$ cat src/rtl/vga_timing_pkg.sv
// Default 640x480@60 raster constants and
// the run/stop state encoding.
package vga_timing_pkg;

    localparam int DEF_H_ACTIVE = 640;
    localparam int DEF_H_FRONT  = 16;
    localparam int DEF_H_SYNC   = 96;
    localparam int DEF_H_BACK   = 48;
    localparam int DEF_V_ACTIVE = 480;
    localparam int DEF_V_FRONT  = 10;
    localparam int DEF_V_SYNC   = 2;
    localparam int DEF_V_BACK   = 33;
    localparam int DEF_CW       = 11;

    localparam int DEF_H_TOTAL =
        DEF_H_ACTIVE + DEF_H_FRONT + DEF_H_SYNC + DEF_H_BACK;
    localparam int DEF_V_TOTAL =
        DEF_V_ACTIVE + DEF_V_FRONT + DEF_V_SYNC + DEF_V_BACK;

    localparam int DEF_H_SYNC_START = DEF_H_ACTIVE + DEF_H_FRONT;
    localparam int DEF_H_SYNC_END   = DEF_H_SYNC_START + DEF_H_SYNC;
    localparam int DEF_V_SYNC_START = DEF_V_ACTIVE + DEF_V_FRONT;
    localparam int DEF_V_SYNC_END   = DEF_V_SYNC_START + DEF_V_SYNC;

    typedef enum logic [1:0] {
        IDLE,
        RUN,
        STOP_PEND
    } state_t;

endpackage

$ cat src/rtl/vga_axis_counter.sv
// Wrap counter for one raster axis with
// terminal count and next-position window decode.
module vga_axis_counter #(
    parameter int TOTAL      = 800,
    parameter int ACTIVE     = 640,
    parameter int SYNC_START = 656,
    parameter int SYNC_END   = 752,
    parameter int CW         = 11
) (
    input  logic          pixel_clock,
    input  logic          reset_n,
    input  logic          advance,
    output logic [CW-1:0] count,
    output logic          terminal,
    output logic [CW-1:0] count_next,
    output logic          next_active,
    output logic          next_sync
);

    localparam logic [CW-1:0] LAST = CW'(TOTAL - 1);

    assign terminal = (count == LAST);

    always_comb begin
        count_next = count;
        if (advance)
            count_next = terminal ? '0 : count + 1'b1;
    end

    // Decode the upcoming position so registered flags line up with count.
    assign next_active = (count_next < CW'(ACTIVE));
    assign next_sync   = (count_next >= CW'(SYNC_START)) &&
                         (count_next <  CW'(SYNC_END));

    always_ff @(posedge pixel_clock) begin
        if (!reset_n)
            count <= LAST;
        else
            count <= count_next;
    end

endmodule

$ cat src/rtl/vga_timing_controller.sv
// VGA raster timing with frame-aligned run/stop
// control; all outputs registered and aligned.
module vga_timing_controller
    import vga_timing_pkg::*;
#(
    parameter int H_ACTIVE = DEF_H_ACTIVE,
    parameter int H_FRONT  = DEF_H_FRONT,
    parameter int H_SYNC   = DEF_H_SYNC,
    parameter int H_BACK   = DEF_H_BACK,
    parameter int V_ACTIVE = DEF_V_ACTIVE,
    parameter int V_FRONT  = DEF_V_FRONT,
    parameter int V_SYNC   = DEF_V_SYNC,
    parameter int V_BACK   = DEF_V_BACK,
    parameter bit H_POL    = 1'b0,
    parameter bit V_POL    = 1'b0,
    parameter int CW       = DEF_CW
) (
    input  logic          pixel_clock,
    input  logic          reset_n,
    input  logic          enable,
    output logic          h_synch,
    output logic          v_synch,
    output logic          blank,
    output logic [CW-1:0] pixel_count,
    output logic [CW-1:0] line_count,
    output logic          line_start,
    output logic          frame_start,
    output logic          running
);

    localparam int H_TOTAL = H_ACTIVE + H_FRONT + H_SYNC + H_BACK;
    localparam int V_TOTAL = V_ACTIVE + V_FRONT + V_SYNC + V_BACK;
    localparam int H_SS    = H_ACTIVE + H_FRONT;
    localparam int V_SS    = V_ACTIVE + V_FRONT;

    state_t          state;
    state_t          state_next;
    logic            h_term;
    logic            v_term;
    logic            h_act;
    logic            v_act;
    logic            h_sy;
    logic            v_sy;
    logic            advance;
    logic [CW-1:0]   x_next;
    logic [CW-1:0]   y_next;

    always_comb begin
        state_next = state;
        unique case (state)
            IDLE:      if (enable) state_next = RUN;
            RUN:       if (!enable) state_next = STOP_PEND;
            STOP_PEND: begin
                if (enable)
                    state_next = RUN;
                else if (h_term && v_term)
                    state_next = IDLE;
            end
            default:   state_next = IDLE;
        endcase
    end

    // IDLE parks at the last pixel, so the first advance wraps to (0,0).
    assign advance = (state_next != IDLE);

    vga_axis_counter #(
        .TOTAL      (H_TOTAL),
        .ACTIVE     (H_ACTIVE),
        .SYNC_START (H_SS),
        .SYNC_END   (H_SS + H_SYNC),
        .CW         (CW)
    ) u_h (
        .pixel_clock (pixel_clock),
        .reset_n     (reset_n),
        .advance     (advance),
        .count       (pixel_count),
        .terminal    (h_term),
        .count_next  (x_next),
        .next_active (h_act),
        .next_sync   (h_sy)
    );

    vga_axis_counter #(
        .TOTAL      (V_TOTAL),
        .ACTIVE     (V_ACTIVE),
        .SYNC_START (V_SS),
        .SYNC_END   (V_SS + V_SYNC),
        .CW         (CW)
    ) u_v (
        .pixel_clock (pixel_clock),
        .reset_n     (reset_n),
        .advance     (advance && h_term),
        .count       (line_count),
        .terminal    (v_term),
        .count_next  (y_next),
        .next_active (v_act),
        .next_sync   (v_sy)
    );

    always_ff @(posedge pixel_clock) begin
        if (!reset_n) begin
            state       <= IDLE;
            blank       <= 1'b1;
            h_synch     <= ~H_POL;
            v_synch     <= ~V_POL;
            line_start  <= 1'b0;
            frame_start <= 1'b0;
            running     <= 1'b0;
        end else begin
            state       <= state_next;
            blank       <= !(advance && h_act && v_act);
            h_synch     <= (advance && h_sy) ? H_POL : ~H_POL;
            v_synch     <= (advance && v_sy) ? V_POL : ~V_POL;
            line_start  <= advance && (x_next == '0);
            frame_start <= advance && (x_next == '0) && (y_next == '0);
            running     <= advance;
        end
    end

endmodule

$ cat config.mk
export PLATFORM = sky130hd
export DESIGN_NAME = vga_timing_controller
export DESIGN_NICKNAME = d
export VERILOG_FILES = /design/src/rtl/vga_timing_pkg.sv /design/src/rtl/vga_axis_counter.sv /design/src/rtl/vga_timing_controller.sv
export SDC_FILE = /design/constraint.sdc
export NUM_CORES = 1
export LEC_CHECK = 0
export ABC_AREA = 1
export CAP_MARGIN = 20
export CORE_MARGIN = 10
export CORE_UTILIZATION = 30
export DETAILED_ROUTE_END_ITERATION = 10
export GPL_TIMING_DRIVEN = 0
export PLACE_DENSITY_LB_ADDON = 0.2
export SLEW_MARGIN = 20
export SYNTH_ARGS = -nofsm -noshare
export SYNTH_HDL_FRONTEND = slang
export SYNTH_SLANG_ARGS = --single-unit
export TNS_END_PERCENT = 10
$ cat constraint.sdc
create_clock -name pixel_clock -period 2.7 [get_ports pixel_clock]
set_input_delay 0.54 -clock pixel_clock [delete_from_list [all_inputs] [get_ports pixel_clock]]
set_output_delay 0.54 -clock pixel_clock [all_outputs]
set_load 0.1 [all_outputs]
Yosys cells after proc, flatten, opt, wreduce, memory -nomap -nowiden --
Index checks and enable logic that the tools add are counted.
Word-level totals: register bits 30, input port bits 3
Cells by class: equality and inequality tests 4, reductions and logical operators 15, order comparisons 6, mux-type cells 11, add/sub/neg operators 2
Operator list (number):
- two-way mux 11 bit | 4
- adder 11 x 1 -> 11 bit, second input constant | 2
- equality test 11 x 10 -> 1 bit, second input constant | 2
- zero test 11 bit | 2
- < comparator 11 x 10 -> 1 bit, second input constant | 2
- < comparator 11 x 9 -> 1 bit, second input constant | 2
- greater-or-equal comparator 11 x 10 -> 1 bit, second input constant | 1
- greater-or-equal comparator 11 x 9 -> 1 bit, second input constant | 1
- logical AND 1 bit | 10
- two-way mux 2 bit | 4
- one-hot mux 2 bit (3 select lines) | 1
- equality test 2 x 1 -> 1 bit, second input constant | 1
- equality test 2 bit, second input constant | 1
- zero test 2 bit | 1
- two-way mux 1 bit | 2
- nonzero test 2 bit | 1
- zero test 1 bit | 1

Logic depth before layout (Yosys ltp) --
Gate-level depths: netlist of run 1.
word-level depth 12, gate-level depth with buffers 19, mapped depth without buffers 18

Modules after synthesis --
Synthesis of run 1 repeated with hierarchy kept, for this count alone.
Second synthesis, totals: cell total of the unflattened synthesis 296, area, all modules 1895.6 sq um
Modules (own cells, without submodules):
- vga_axis_counter at u_h | instances 1, area each 774.5 sq um, cells an instance 117, sequential area each 220.2 sq um
- vga_axis_counter at u_v | instances 1, area each 753.2 sq um, cells an instance 121, sequential area each 220.2 sq um
- vga_timing_controller | instances 1, area each 367.9 sq um, cells an instance 58, sequential area each 160.2 sq um

Worst setup path before layout of run 1 --
Ideal clock, no wire load.
path type flip-flop to flip-flop, start register u_h.count[0], end register blank, required time 2.587 ns, path buffers 1, path slack -0.108 ns, period minus slack after synthesis 2.808 ns, cell stages (with the launch flop) 18, data arrival time 2.695 ns, library setup time 0.113 ns, cells stage by stage dfxtp_1 ha_1 nand2_2 nor2_4 inv_2 nor2_1 nand2_1 nand2_1 nand2_2 nand2_4 nand2_4 buf_4 nand3_1 o21ai_0 nor2_1 nor2_1 nor2_1 nand2_1
Between the ends: cells in the longest elaborated chain, start to end 11, elaborated cells on any way between the ends 16, those cells by class 1 x add/sub; 2 x order compare; 1 x eq/ne; 6 x mux; 6 x reduce/logical
RTL lines:
- start, declared | RTL line vga_axis_counter.sv:13 | output logic [CW-1:0] count,
- start signal, assigned | RTL line vga_axis_counter.sv:39 | count <= count_next;
- equality test 11 x 10 -> 1 bit | RTL line vga_axis_counter.sv:22 | assign terminal = (count == LAST);
- logical AND 1 bit | RTL line vga_timing_controller.sv:56 | else if (h_term && v_term)
- two-way mux 2 bit | RTL line vga_timing_controller.sv:56
- two-way mux 2 bit | RTL line vga_timing_controller.sv:54 | if (enable)
- one-hot mux 2 bit (3 select lines) | RTL line vga_timing_controller.sv:50 | unique case (state)
- nonzero test 2 bit | RTL line vga_timing_controller.sv:64 | assign advance = (state_next != IDLE);
- two-way mux 11 bit / logical AND 1 bit (equally long branches) | RTL line vga_axis_counter.sv:26, vga_timing_controller.sv:92
- < comparator 11 x 10 -> 1 bit / two-way mux 11 bit (equally long branches) | RTL line vga_axis_counter.sv:31, vga_axis_counter.sv:26
- logical AND 1 bit / < comparator 11 x 9 -> 1 bit (equally long branches) | RTL line vga_timing_controller.sv:111, vga_axis_counter.sv:31
- logical AND 1 bit (*) | RTL line vga_timing_controller.sv:111 | blank <= !(advance && h_act && v_act);
- zero test 1 bit (*) | RTL line vga_timing_controller.sv:111
- end signal, assigned | RTL line vga_timing_controller.sv:111
- end, declared | RTL line vga_timing_controller.sv:23 | output logic blank,
Mark *: on every way between the ends. The rest lies on a longest branch, timed or not. A chain may end at the register's enable or synchronous reset.

Worst setup path in the final report of run 1 --
start register u_h.count[2], end output pixel_count[2]
RTL lines:
- end, declared | RTL line vga_timing_controller.sv:24 | output logic [CW-1:0] pixel_count,
No word-level cell between the ends.

==> results of run 1 <==
## Yosys cell counts (all sizes together)
master and instances:
dfxtp 30, a21oi 4, clkinv 1, inv 38
nand4 3, nor2 52, or2 5, buf 4
nor4 1, xnor2 1, nor3b 1, nor3 9
nand3 34, clkbuf 2, xor2 11, nand2 92
nand3b 1, o21ai 8, ha 3, and2 1
## worst min-delay path: stages, from the launching register on
cell	delay [ps]
dfxtp_1	350
nand2_1	100
nand3_1	60
## routing by layer
metal,vias up,wire (µm),track usage
li1,1007,-,-
met1,815,2330,0.129
met2,43,2260,0.174
met3,4,446,0.0454
met4,0,58,0.0331
met5,-,0,0
## logic make-up after synthesis
group,synth area share
simple gates,0.466
flops,0.321
compound gates,0.0361
fa+ha+maj,0.0200
xor+xnor,0.0561
buf+inv,0.101
## sequential cells by signal, summed over array words and instances, names as in the netlist
register,cells
u_v.count,11
u_h.count,11
v_synch,1
state,2
h_synch,1
line_start,1
running,1
frame_start,1
blank,1
## layout make-up
type                    instances  share of cell area
repair buffers                 30               0.128
well taps                      75              0.0400
inverters                      39              0.0623
clock inverters                 2             0.00426
multi-input cells             226               0.461
plain buffers                   6              0.0181
flip-flops and latches         30               0.257
clock buffers                   5              0.0293
## worst max path at each step
stage / slack, ps / depth (start not counted) / from / endpoint
after floorplan: 5 / 16 / u_v.count[0]$_SDFF_PN0_ / blank$_SDFF_PN1_
after global placement: 330 / 12 / enable / h_synch$_SDFF_PN1_
after detailed placement: 320 / 12 / enable / h_synch$_SDFF_PN1_
after CTS: 200 / 1 / u_h.count[2]$_SDFF_PN1_ / pixel_count[2]
after global routing: 120 / 17 / u_h.count[0]$_SDFF_PN1_ / blank$_SDFF_PN1_
final: 230 / 1 / u_h.count[2]$_SDFF_PN1_ / pixel_count[2]
## placed cells by master (no fill, tap or decap), drive strengths merged
master,instances
nor4,1
xnor2,1
xor2,11
nor3b,1
ha,3
nor2,52
nor3,9
clkbuf,7
or2,5
clkinv,3
and2,1
nand4,3
o21ai,8
dfxtp,30
inv,38
clkdlybuf4s50,30
nand3,34
buf,4
a21oi,4
nand3b,1
nand2,92
## per-stage QoR
step / util / total power (µW)
floorplan: - / 1120
global placement: 0.379 / 1300
detailed placement: 0.379 / 1300
CTS: 0.392 / 1640
global route: 0.392 / 1740
finish: 0.392 / 1620
## power by group through the flow
stage | sequential [µW] | clock (µW) | combinational [µW]
global placement | 542 | 0 | 758
CTS | 532 | 346 | 760
global route | 539 | 368 | 830
detailed placement | 541 | 0 | 757
finish | 531 | 330 | 756
floorplan | 783 | 0 | 340
==> impl_results.md, run 1 <==
- Status: completed
- Pwr/cell area: 689 nW/µm²
- Sequential cell area fraction in the yosys report: 0.321
- Maximum vdd drop: 0.325 mV
- Initial antenna violation count: 0
- Crit path DAT: 1930 ps
- Min-Delay Endpoint: u_h.count[9]$_SDFF_PN1_
- TritonCTS buffer count: 5
- Via count: 1869
- Post-Syn Area: 1870 µm²
- Largest net degree at the start of global routing: 11
- Layout area overhead: 25.4%
- DP Worst Slack: 320 ps
- Total GRT Usage: 0.109
- CTS hold repair buffers: 0
- IO buf count: 30
- Final hold vios: 0
- HPWL after DPL: 3980 µm
- Initial DRC count: 69
- Max clock buf depth: 2
- DRT antenna net count: 0
- Placed inst area: 2270 µm²
- Clock Power Share: 0.204
- Worst r2r src: u_h.count[0]$_SDFF_PN1_
- Critical path's top delay family: buffers and inverters
- Clk pin slew, worst setup/hold paths: 60 ps
- Total grt overflow: 0
- Setup CP Type: reg -> out
- Register Area: 603 µm²
- Cells after Synth: 301
- Die footprint: 9800 µm²
- Root buffer cell: clkbuf_8
- Critical-path maximum fanout: 7
- Vias in the first global route: 1852
- Slowest CP cell: clkdlybuf4s50_1
- CTS H-tree depth: 2
- Synth unique cells: 28
- # DRC: 0
- Sw Share: 0.472
- Top post-synthesis cells by area: dfxtp_1 (32%), nand2_1 (17%), nor2_1 (10%)
- Cells on worst reg2reg path: 18
- Largest area contributor in the netlist: dfxtp_1
- Crit share post-route: 0.916
- Final setup fails: 0
- R2R Setup Slk: 380 ps
- Worst-path cell chain: clkdlybuf4s50_1
- Max transition margin: 0.334
- Wire per inst: 12.3 µm
- WP buf/inv: 1
- Net switching power: 763 µW
- Area of the multi-input gates: 1080 µm²
- Site row count: 28
- Hold depth: 2
- RSZ-0062 raised after global routing: no
- Sequential Power Share: 0.328
- RD Place Congestion: 0.839
- Yosys reg bits: 30
- CTS tree: yes
- Synth top area share: 0.321
- Hold wc startpoint: u_h.count[9]$_SDFF_PN1_
- Post-route setup TNS: 0 ps
- Final Cell Area: 2350 µm²
- Initial DRT Pass Iterations: 4
- Non-filler cells, final: 413
- Comb pwr share: 0.468
- Clock sinks: 30
- Max incr delay on CP: 1190 ps
- DIE WIDTH: 99.0 µm
- Hold Path Class: reg -> reg
- Max Freq: 0.404 GHz
- # diodes: 0
- Worst EP required: 2160 ps
- Fin crit period: 2470 ps
- Syn Area/Cell: 6.22 µm²
- Clock skew: 3.86 ps
- Core area: 5990 µm²
- Initial core utilization: 0.313
- Post-CTS sizing: 0
- Net Count, Synth: 307
- R2r endpoint: frame_start$_SDFF_PN0_
- Vias/cell: 4.53
- Power Internal: 854 µW
- Hold WS: 559 ps
- # IOs: 31
- Final wirelength: 5090 µm
- Fin. max-slew vios: 0
- Max-Cap Viols: 0
- P_leak: 0.00111 µW
- Final worst slack: 228 ps
- Critical path capture point type: output pin
- Postcts setup bufs: 0
- CP Launch Type: flip-flop
- Nets: 344
- Ys Warns: 0
- First-pass GRT wire length: 8850 µm
- Worst Tran Pin Value: 996 ps
- Post-placement cell count: 406
- Fillers: 683
- Die Span Y: 99.0 µm
- Clock latency on the worst-skew pair: 270 ps
- Ratio of cells with drive above 1 in the final layout: 0.0858
Note: power is estimated with default switching activity, not from simulation.
==> run 2, diff against run 1 <==
- ABC_CLOCK_PERIOD_IN_PS: default -> 2700
==> results of run 2 <==
Final layout, timing and power as in run 1 (identical DEF).
